--- src/rtl/bin2bcd_if.sv ---
// Start/busy/done handshake and data bus between the display controller and
// the sequential binary-to-BCD converter.
interface bin2bcd_if #(
   parameter int unsigned W      = 13,
   parameter int unsigned DIGITS = 4
);
   logic                  start;
   logic [W-1:0]          bin_in;
   logic                  busy;
   logic                  done;
   logic [4*DIGITS-1:0]   bcd_out;

   modport master (
      output start,
      output bin_in,
      input  busy,
      input  done,
      input  bcd_out
   );

   modport slave (
      input  start,
      input  bin_in,
      output busy,
      output done,
      output bcd_out
   );
endinterface

--- src/rtl/bin2bcd_seq.sv ---
// Sequential shift-add-3 (double-dabble) binary-to-BCD converter, one input
// bit per clock; result lands in bcd_out together with a one-cycle done pulse.
module bin2bcd_seq #(
   parameter int unsigned W      = 13,
   parameter int unsigned DIGITS = 4
) (
   input logic      clk,
   input logic      rst_n,
   bin2bcd_if.slave bus
);

   localparam int unsigned CntW = $clog2(W + 1);
   localparam int unsigned BcdW = 4 * DIGITS;

   typedef enum logic [0:0] {StIdle, StConv} state_e;

   state_e            state_q, state_d;
   logic [W-1:0]      shift_q, shift_d;
   logic [BcdW-1:0]   scratch_q, scratch_d;
   logic [CntW-1:0]   cnt_q, cnt_d;
   logic              busy_q, busy_d;
   logic              done_q, done_d;
   logic [BcdW-1:0]   bcd_q, bcd_d;

   logic [BcdW-1:0]   adj;
   logic [BcdW-1:0]   scratch_nxt;

   // Per-digit add-3 with no carry between digits.
   always_comb begin
      adj = scratch_q;
      for (int i = 0; i < int'(DIGITS); i++) begin
         if (scratch_q[4*i +: 4] >= 4'd5) begin
            adj[4*i +: 4] = scratch_q[4*i +: 4] + 4'd3;
         end
      end
      scratch_nxt = {adj[BcdW-2:0], shift_q[W-1]};
   end

   always_comb begin
      state_d   = state_q;
      shift_d   = shift_q;
      scratch_d = scratch_q;
      cnt_d     = cnt_q;
      busy_d    = busy_q;
      done_d    = 1'b0;
      bcd_d     = bcd_q;
      unique case (state_q)
         StIdle: begin
            busy_d = 1'b0;
            if (bus.start) begin
               shift_d   = bus.bin_in;
               scratch_d = '0;
               cnt_d     = CntW'(W);
               busy_d    = 1'b1;
               state_d   = StConv;
            end
         end
         StConv: begin
            scratch_d = scratch_nxt;
            shift_d   = {shift_q[W-2:0], 1'b0};
            cnt_d     = cnt_q - CntW'(1);
            if (cnt_q == CntW'(1)) begin
               bcd_d   = scratch_nxt;
               done_d  = 1'b1;
               busy_d  = 1'b0;
               state_d = StIdle;
            end
         end
         default: begin
            state_d = StIdle;
            busy_d  = 1'b0;
         end
      endcase
   end

   always_ff @(posedge clk or negedge rst_n) begin
      if (!rst_n) begin
         state_q   <= StIdle;
         shift_q   <= '0;
         scratch_q <= '0;
         cnt_q     <= '0;
         busy_q    <= 1'b0;
         done_q    <= 1'b0;
         bcd_q     <= '0;
      end else begin
         state_q   <= state_d;
         shift_q   <= shift_d;
         scratch_q <= scratch_d;
         cnt_q     <= cnt_d;
         busy_q    <= busy_d;
         done_q    <= done_d;
         bcd_q     <= bcd_d;
      end
   end

   assign bus.busy    = busy_q;
   assign bus.done    = done_q;
   assign bus.bcd_out = bcd_q;

endmodule
--- src/flat_wrapper.sv ---
// flat-port wrapper written by rule: the top's interface ports become plain ports
module bin2bcd_seq_flat 
#(
   parameter int unsigned W      = 13,
   parameter int unsigned DIGITS = 4
)
  (clk, rst_n, bus_start, bus_bin_in, bus_busy, bus_done, bus_bcd_out);
  bin2bcd_if #(.W(W), .DIGITS(DIGITS)) bus_i ();
  input logic clk;
  input logic rst_n;
  input wire logic [$bits(bus_i.start)-1:0] bus_start;
  input wire logic [$bits(bus_i.bin_in)-1:0] bus_bin_in;
  output wire logic [$bits(bus_i.busy)-1:0] bus_busy;
  output wire logic [$bits(bus_i.done)-1:0] bus_done;
  output wire logic [$bits(bus_i.bcd_out)-1:0] bus_bcd_out;
  assign bus_i.start = bus_start;
  assign bus_i.bin_in = bus_bin_in;
  assign bus_busy = bus_i.busy;
  assign bus_done = bus_i.done;
  assign bus_bcd_out = bus_i.bcd_out;
  bin2bcd_seq #(.W(W), .DIGITS(DIGITS)) u_core (.clk(clk), .rst_n(rst_n), .bus(bus_i));
endmodule
--- config.mk ---
export PLATFORM = sky130hd
export DESIGN_NAME = bin2bcd_seq_flat
export DESIGN_NICKNAME = d
export VERILOG_FILES = /design/src/rtl/bin2bcd_if.sv /design/src/rtl/bin2bcd_seq.sv /design/src/flat_wrapper.sv
export SDC_FILE = /design/constraint.sdc
export NUM_CORES = 1
export LEC_CHECK = 0
export BUFFER_PORTS_ARGS = -buffer_cell sky130_fd_sc_hd__buf_4
export CAP_MARGIN = 20
export CORE_MARGIN = 10
export CORE_UTILIZATION = 40
export DETAILED_ROUTE_END_ITERATION = 8
export SYNTH_ARGS = -nofsm -noshare
export SYNTH_HDL_FRONTEND = slang
export SYNTH_SLANG_ARGS = --single-unit
--- constraint.sdc ---
create_clock -name clk -period 1.4 [get_ports clk]
set_input_delay 0.21 -clock clk [delete_from_list [all_inputs] [get_ports clk]]
set_output_delay 0.21 -clock clk [all_outputs]
set_load 0.01 [all_outputs]
==> reports/results.txt, run 1 <==
first-pass GRT wire length: 9.05 mm
Final Cell Area: 3290 µm²
count of final setup violators: 4
final hold violation count: 0
Core Footprint: 5960 µm²
ranking of synthesized cells by area: dfrtp_1 53%, mux2i_1 6.9%, nand2_1 5.6%
Layout Area Growth over Synthesis: 33.8%
initial antenna violation count: 0
HP Class: in -> reg
Buf+Inv Stages, Crit Path: 0
Top delay family on crit path: flip-flops
Synthesis Warnings: 0
diode count: 0
Max Transition Viols Final: 0
Pre-antenna DRT Iters: 4
FP Rows: 28
share of cells above drive strength 1: 0.384
RSZ-0062 raised after global routing: yes
post-synthesis cell count: 238
Yosys top cell area share: 0.529
via count: 1,822
Setup Skew: 6.37 ps
register area share after synthesis: 0.529
Slew @ Worst Pin: 309 ps
Peak supply drop: 956 µV
Starting DRT DRC Count: 71
commonest non-fill, non-tap cells in the layout: 61 x buf_4, 52 x dfrtp_1, 37 x nand2_1
TritonCTS clock tree: yes
P_leak: 1.54 nW
non-filler cells, final: 372
Mapped Nets: 264
f_max: 0.710 GHz
Avg Inst Size Synth: 10.3 µm²
Critical Path AT: 1640 ps
routed vias/inst: 4.90
fin nets: 322
Worst EP required: 1630 ps
post-synth top area cell: dfrtp_1
element type at the critical path end: register
PD cells: 2270 nW/µm²
GR Overflow Total: 0
Final min period: 1410 ps
Worst slew margin: 0.794
Cell Area, Placed: 2980 µm²
Global Route Usage Sum: 0.110
total power: 7.49 mW
CTS H-tree depth: 2
clock-pin slew on the worst setup and hold paths: 90 ps
total CTS buffers: 5
vias in the first global route: 1,873
Max-cap violations: 0
final core utilization: 0.553
synth unique cells: 26
routability cong.: 0.761
largest net degree at the start of global routing: 35
status: finished with violations
commonest non-fill, non-tap cell in the layout: buf_4
clock root cell: clkbuf_8
Tcrit/Tclk final: 1.01
CP Class: reg -> reg
drt drc: 0
worst skew pair latency: 300 ps
violated checks: negative setup slack
cell area after synthesis: 2460 µm²
synthesis-stage register bit count: 52
WL/cell: 13.9 µm
Cell Chain, Critical Path: ha_2 > nand2b_4 > a21oi_4 > mux2_4 > o22ai_2
setup TNS: -24.8 ps
CTS Buffer Depth: 2
Worst path max stage delay: 420 ps
setup slack after layout: -9.08 ps
type of origin of the critical path: register
top-level I/O count: 34
chip width: 98.4 µm
Initial Util: 0.413
crit-path max FO: 3
Die ar.: 9690 µm²
Port Buffers: 33
HPWL after DPL: 3.57 mm
final WL: 5.17 mm
CP max stage cell: dfrtp_1
Chip Height: 98.4 µm
CTS sink cnt: 52
DP Cell Count: 360
ANT nets after route: 0
kinds of logic after synthesis:
| family | count (synthesis) | synth area share |
|---|---|---|
| AND/OR/NAND/NOR | 65 | 0.121 |
| AO/OA/AOI/OAI | 56 | 0.130 |
| flip-flops | 52 | 0.529 |
| buffers and inverters | 26 | 0.0483 |
| multiplexers | 23 | 0.0996 |
| adder cells (fa/ha/maj) | 10 | 0.0508 |
| XOR/XNOR | 6 | 0.0214 |
timing repair:
item / CTS / global route
hold buffers: 1 / 0
pin swaps: 6 / 9
setup endpoints to repair: 17 / 21
hold endpoints to repair: 18 / 0
gates resized for setup: 18 / 30
setup buffers: 3 / 0
sequential cells by signal (all words and copies together) (netlist names):
register / count
u_core.bus.bcd_out: 16
u_core.bus.busy: 1
u_core.bus.done: 1
u_core.cnt_q: 4
u_core.scratch_q: 16
u_core.shift_q: 13
u_core.state_q: 1
worst register-to-register path: cells and delay by family (launching register included):
kind	cells	cell delay [ps]
flip-flops	1	420
multiplexers	1	320
AO/OA/AOI/OAI	2	270
adder cells (fa/ha/maj)	1	190
AND/OR/NAND/NOR	1	140
synth_stat cells:
cell type	number
buf_2	8
inv_1	12
o22ai_1	9
a21oi_2	3
o31ai_1	1
mux2_2	4
clkbuf_1	2
a31oi_1	1
mux2i_1	17
mux2_4	2
buf_6	1
a21o_2	1
buf_4	1
a21oi_1	10
nor2_1	7
ha_1	10
o21ai_0	27
dfrtp_1	52
nand2b_1	4
xnor2_1	6
nand2_1	37
nand3_1	1
nor3_1	7
nor3b_1	9
a21o_1	4
buf_1	2
worst paths after layout:
check / startpoint / end / slack, ps / cells after the start
min reg2reg: u_core.bus.bcd_out[3] / u_core.bus.bcd_out[3] / 490 / 2
max: u_core.scratch_q[0] / u_core.scratch_q[2] / -9 / 5
max reg2reg: u_core.scratch_q[0] / u_core.scratch_q[2] / -9 / 5
min in group asynchronous: rst_n / u_core.scratch_q[2] / 330 / 2
max in group asynchronous: rst_n / u_core.bus.bcd_out[13] / 650 / 3
min: bus_bin_in[0] / u_core.shift_q[0] / 160 / 3
per-stage QoR:
stage	hold slack (ps)	worst slack (ps)
floorplan	-85.6	0.369
global placement	112	-36.9
detailed placement	114	-46.3
CTS	143	-19.3
global route	184	-91.6
finish	156	-9.08
routing by layer:
metal | vias to the layer above | global-route usage | share of wire
met2 | 30 | 0.167 | 0.46
met1 | 859 | 0.145 | 0.47
li1 | 928 | - | -
met3 | 5 | 0.0335 | 0.053
met5 | - | 0 | 0
met4 | 0 | 0.0419 | 0.011
area by class of cell:
| class | instances | area (µm²) |
|---|---|---|
| clock buffers | 8 | 90.1 |
| fillers | 532 | 2660 |
| inverters | 12 | 45.0 |
| multi-input cells | 160 | 1240 |
| flip-flops and latches | 52 | 1300 |
| well taps | 75 | 93.8 |
| repair buffers | 65 | 519 |
report_power, final:
part	switching, mW	internal (mW)	leakage, nW
logic	1.79	2.16	0.835
clock network	0.464	0.404	0.0455
registers	0.530	2.15	0.658
No activity file was read; power rests on OpenSTA's default activity.
==> run 2, diff against run 1 <==
CELL_PAD_IN_SITES_DETAIL_PLACEMENT = 1   (was unset)
CELL_PAD_IN_SITES_GLOBAL_PLACEMENT = 1   (was unset)
PLACE_DENSITY_LB_ADDON = 0.1   (was unset)
==> reports/results.txt, run 2 (synthesis gave the netlist of run 1 again) <==
R2R depth: 5
worst hold stages: 3
diode count: 0
type of origin of the critical path: register
Most Crowded Layer GR: met2
Layout Area Growth over Synthesis: 36.1%
DP Cell Count: 358
largest net degree at the start of global routing: 33
Tcrit/Tclk final: 1.01
routed vias/inst: 5.06
CP Class: reg -> reg
Max Transition Viols Final: 0
TritonCTS clock tree: yes
Peak supply drop: 969 µV
Worst EP required: 1630 ps
WL/cell: 15.6 µm
Die ar.: 9690 µm²
status: finished with violations
flop-to-flop setup slack: -10 ps
worst skew pair latency: 300 ps
routability cong.: 0.742
CTS H-tree depth: 2
total CTS buffers: 5
commonest non-fill, non-tap cells in the layout: 64 x buf_4, 51 x dfrtp_1, 37 x nand2_1
initial antenna violation count: 0
crit-path max FO: 3
P_leak: 1.56 nW
chip width: 98.4 µm
met3 Track Usage GR: 0.0356
Worst slew margin: 0.769
non-filler cells, final: 375
RSZ-0062 raised after global routing: yes
fin nets: 325
HPWL after DPL: 3.98 mm
HP Class: in -> reg
final WL: 5.86 mm
Cell Area, Placed: 2970 µm²
total power: 7.79 mW
ANT nets after route: 0
Hold Startpoint: bus_bin_in[0]
Final min period: 1410 ps
vias in the first global route: 2,033
count of final setup violators: 3
FP Rows: 28
final hold violation count: 0
setup slack after layout: -14.8 ps
violated checks: negative setup slack
share of cells above drive strength 1: 0.397
dpl ws: -122 ps
clock root cell: clkbuf_8
R2R Path End: u_core.scratch_q[2]
Critical Path AT: 1640 ps
commonest non-fill, non-tap cell in the layout: buf_4
clock-pin slew on the worst setup and hold paths: 90 ps
top-level I/O count: 34
Final Cell Area: 3350 µm²
f_max: 0.707 GHz
Core Footprint: 5960 µm²
GR Layer Usage met2: 0.207
Worst Hold Path EP: u_core.shift_q[0]
GR Overflow Total: 0
via count: 1,896
Multi-input gate area: 1280 µm²
Chip Height: 98.4 µm
fillers: 662
Starting DRT DRC Count: 48
element type at the critical path end: register
CTS Buffer Depth: 2
Setup Skew: 7.41 ps
Max-cap violations: 0
Slew @ Worst Pin: 343 ps
worst flop-to-flop path startpoint: u_core.scratch_q[0]
GR met1 Demand/Resource: 0.144
CTS sink cnt: 52
drt drc: 0
Pre-antenna DRT Iters: 4
Initial Util: 0.413
first-pass GRT wire length: 9.87 mm
Global Route Usage Sum: 0.122
PD cells: 2330 nW/µm²
FF/Latch Area: 1300 µm²
Port Buffers: 33
-- run 2: routing by layer --
metal  wire length [µm]  part of all wire  vias to the layer above
met3                274             0.047                        6
met4                 70             0.012                        0
met5                  0                 0                        -
li1                   -                 -                      931
met2               2920              0.50                       33
met1               2600              0.44                      926
-- run 2: repair_timing --
item,in CTS,in global routing
hold endpoints to repair,20,0
resized for setup,30,21
hold buffers,1,0
setup endpoints to repair,18,18
buffers inserted,3,5
gates cloned,0,0
pin swaps,5,5
-- run 2: worst max-delay path: stages (launching register included) --
cell      delay, ps
dfrtp_1         420
ha_2            190
nand2b_4        140
a21oi_4         140
mux2_4          330
o22ai_2         130
-- run 2: worst max-delay path by stage --
| stage | from | to | slack [ps] |
|---|---|---|---|
| after detailed placement | u_core.scratch_q[5] | u_core.bus.bcd_out[8] | -120 |
| final | u_core.scratch_q[0] | u_core.scratch_q[2] | -10 |
| after global routing | u_core.scratch_q[1] | u_core.bus.bcd_out[4] | -110 |
| after floorplan | u_core.scratch_q[0] | u_core.scratch_q[2] | 0.4 |
| after CTS | u_core.scratch_q[0] | u_core.scratch_q[2] | -40 |
| after global placement | u_core.scratch_q[1] | u_core.scratch_q[2] | -30 |
-- run 2: area by class of cell --
cell class,instances,share of cell area
Clock buffer,8,0.0269
Inverter,12,0.0134
Multi-Input combinational cell,160,0.381
Sequential cell,52,0.389
Tap cell,75,0.0280
Timing Repair Buffer,68,0.162
-- run 2: stage by stage --
| stage | TNS [ps] | hold WS (ps) | utilization |
|---|---|---|---|
| 3_5_place_dp | -755 | 125 | 0.498 |
| 5_1_grt | -742 | 152 | 0.562 |
| 2_1_floorplan | 0 | -85.6 | - |
| 6_report | -29.4 | 145 | 0.562 |
| 4_1_cts | -87.6 | 138 | 0.541 |
| 3_3_place_gp | -204 | 122 | 0.498 |
-- run 2: power by group --
group | total [mW] | switching [mW] | internal (mW)
Clock | 0.881 | 0.476 | 0.404
Sequential | 2.69 | 0.538 | 2.15
Combinational | 4.22 | 1.92 | 2.31
Total | 7.79 | 2.93 | 4.86
==> run 3, diff against run 2 <==
clock period = 1.2 ns   (was 1.4 ns; I/O delays follow)
==> reports/results.txt, run 3 (synthesis gave the netlist of run 1 again) <==
dpl ws: -229 ps
R2R depth: 5
ANT nets after route: 0
CTS sink cnt: 52
Cell Area, Placed: 3140 µm²
total CTS buffers: 5
Starting DRT DRC Count: 55
Worst EP required: 1450 ps
routability cong.: 0.793
via count: 1,992
Max-cap violations: 0
Setup Skew: 5.98 ps
flop-to-flop setup slack: -250 ps
non-filler cells, final: 383
count of final setup violators: 28
vias in the first global route: 2,157
worst skew pair latency: 300 ps
CTS Buffer Depth: 2
Worst Hold Path EP: u_core.shift_q[0]
HP Class: in -> reg
diode count: 0
final WL: 6.53 mm
TritonCTS clock tree: yes
commonest non-fill, non-tap cell in the layout: buf_4
Max Transition Viols Final: 0
Core Footprint: 5960 µm²
Peak supply drop: 1420 µV
worst hold stages: 3
routed vias/inst: 5.20
setup slack after layout: -252 ps
status: finished with violations
R2R Path End: u_core.bus.bcd_out[10]
Tcrit/Tclk final: 1.21
f_max: 0.689 GHz
DP Cell Count: 364
chip width: 98.4 µm
Critical Path AT: 1700 ps
Slew @ Worst Pin: 299 ps
PD cells: 2830 nW/µm²
fin nets: 333
share of cells above drive strength 1: 0.490
first-pass GRT wire length: 10.9 mm
RSZ-0062 raised after global routing: yes
WL/cell: 17.1 µm
P_leak: 1.66 nW
initial antenna violation count: 0
worst flop-to-flop path startpoint: u_core.scratch_q[8]
type of origin of the critical path: register
final hold violation count: 0
Chip Height: 98.4 µm
element type at the critical path end: register
Hold Slack: 123 ps
Final Cell Area: 3640 µm²
Port Buffers: 33
setup TNS: -3880 ps
Die ar.: 9690 µm²
top-level I/O count: 34
CTS H-tree depth: 2
HPWL after DPL: 4.23 mm
total power: 10.3 mW
crit-path max FO: 4
GR Overflow Total: 0
Hold Startpoint: bus_bin_in[0]
clock-pin slew on the worst setup and hold paths: 90 ps
drt drc: 0
Final min period: 1450 ps
Layout Area Growth over Synthesis: 47.7%
Pre-antenna DRT Iters: 4
Global Route Usage Sum: 0.133
FP Rows: 28
clock root cell: clkbuf_8
largest net degree at the start of global routing: 53
Worst slew margin: 0.801
Initial Util: 0.413
final core utilization: 0.611
violated checks: negative setup slack
CP Class: reg -> reg
commonest non-fill, non-tap cells in the layout: 62 x buf_4, 49 x dfrtp_1, 36 x nand2_1
## run 3: worst max path at each step
stage	start	cells after the start	slack [ps]	to
finish	u_core.scratch_q[8]	5	-250	u_core.bus.bcd_out[10]
global placement	u_core.scratch_q[8]	5	-190	u_core.bus.bcd_out[10]
floorplan	u_core.scratch_q[1]	6	-160	u_core.scratch_q[2]
CTS	u_core.scratch_q[1]	6	-230	u_core.scratch_q[2]
global route	u_core.scratch_q[8]	5	-320	u_core.bus.bcd_out[10]
detailed placement	u_core.scratch_q[1]	6	-230	u_core.scratch_q[2]
## run 3: critical path, cell delays in order (launching register included)
cell and delay, ps:
dfrtp_2 460, ha_4 160, nand2b_4 140, a21oi_4 170
mux2i_2 280, mux2_4 180
## run 3: per-layer routing
metal,wire length (µm),track usage,vias up
met4,65,0.0419,0
met2,3390,0.221,30
li1,-,-,957
met3,201,0.0286,8
met5,0,0,-
met1,2870,0.169,997
## run 3: layout make-up
class                           instances  area [µm²]
Fill cell                             632        2320
Timing Repair Buffer                   76         661
Clock inverter                          2        35.0
Tap cell                               75        93.8
Multi-Input combinational cell        160        1420
Inverter                               12        47.5
Clock buffer                            6        72.6
Sequential cell                        52        1310
## run 3: repair_timing
item,4_1_cts,5_1_grt
endpoints found under the hold margin,52,0
endpoints found under the setup margin,32,35
hold buffers,1,0
pin swaps,12,14
gates resized for setup,47,33
setup buffers,7,5
## run 3: report_power, final
group          leakage (nW)  internal (mW)  switching [mW]
logic                 0.946           3.23            2.67
registers             0.654           2.51           0.691
clock network        0.0552          0.620           0.591
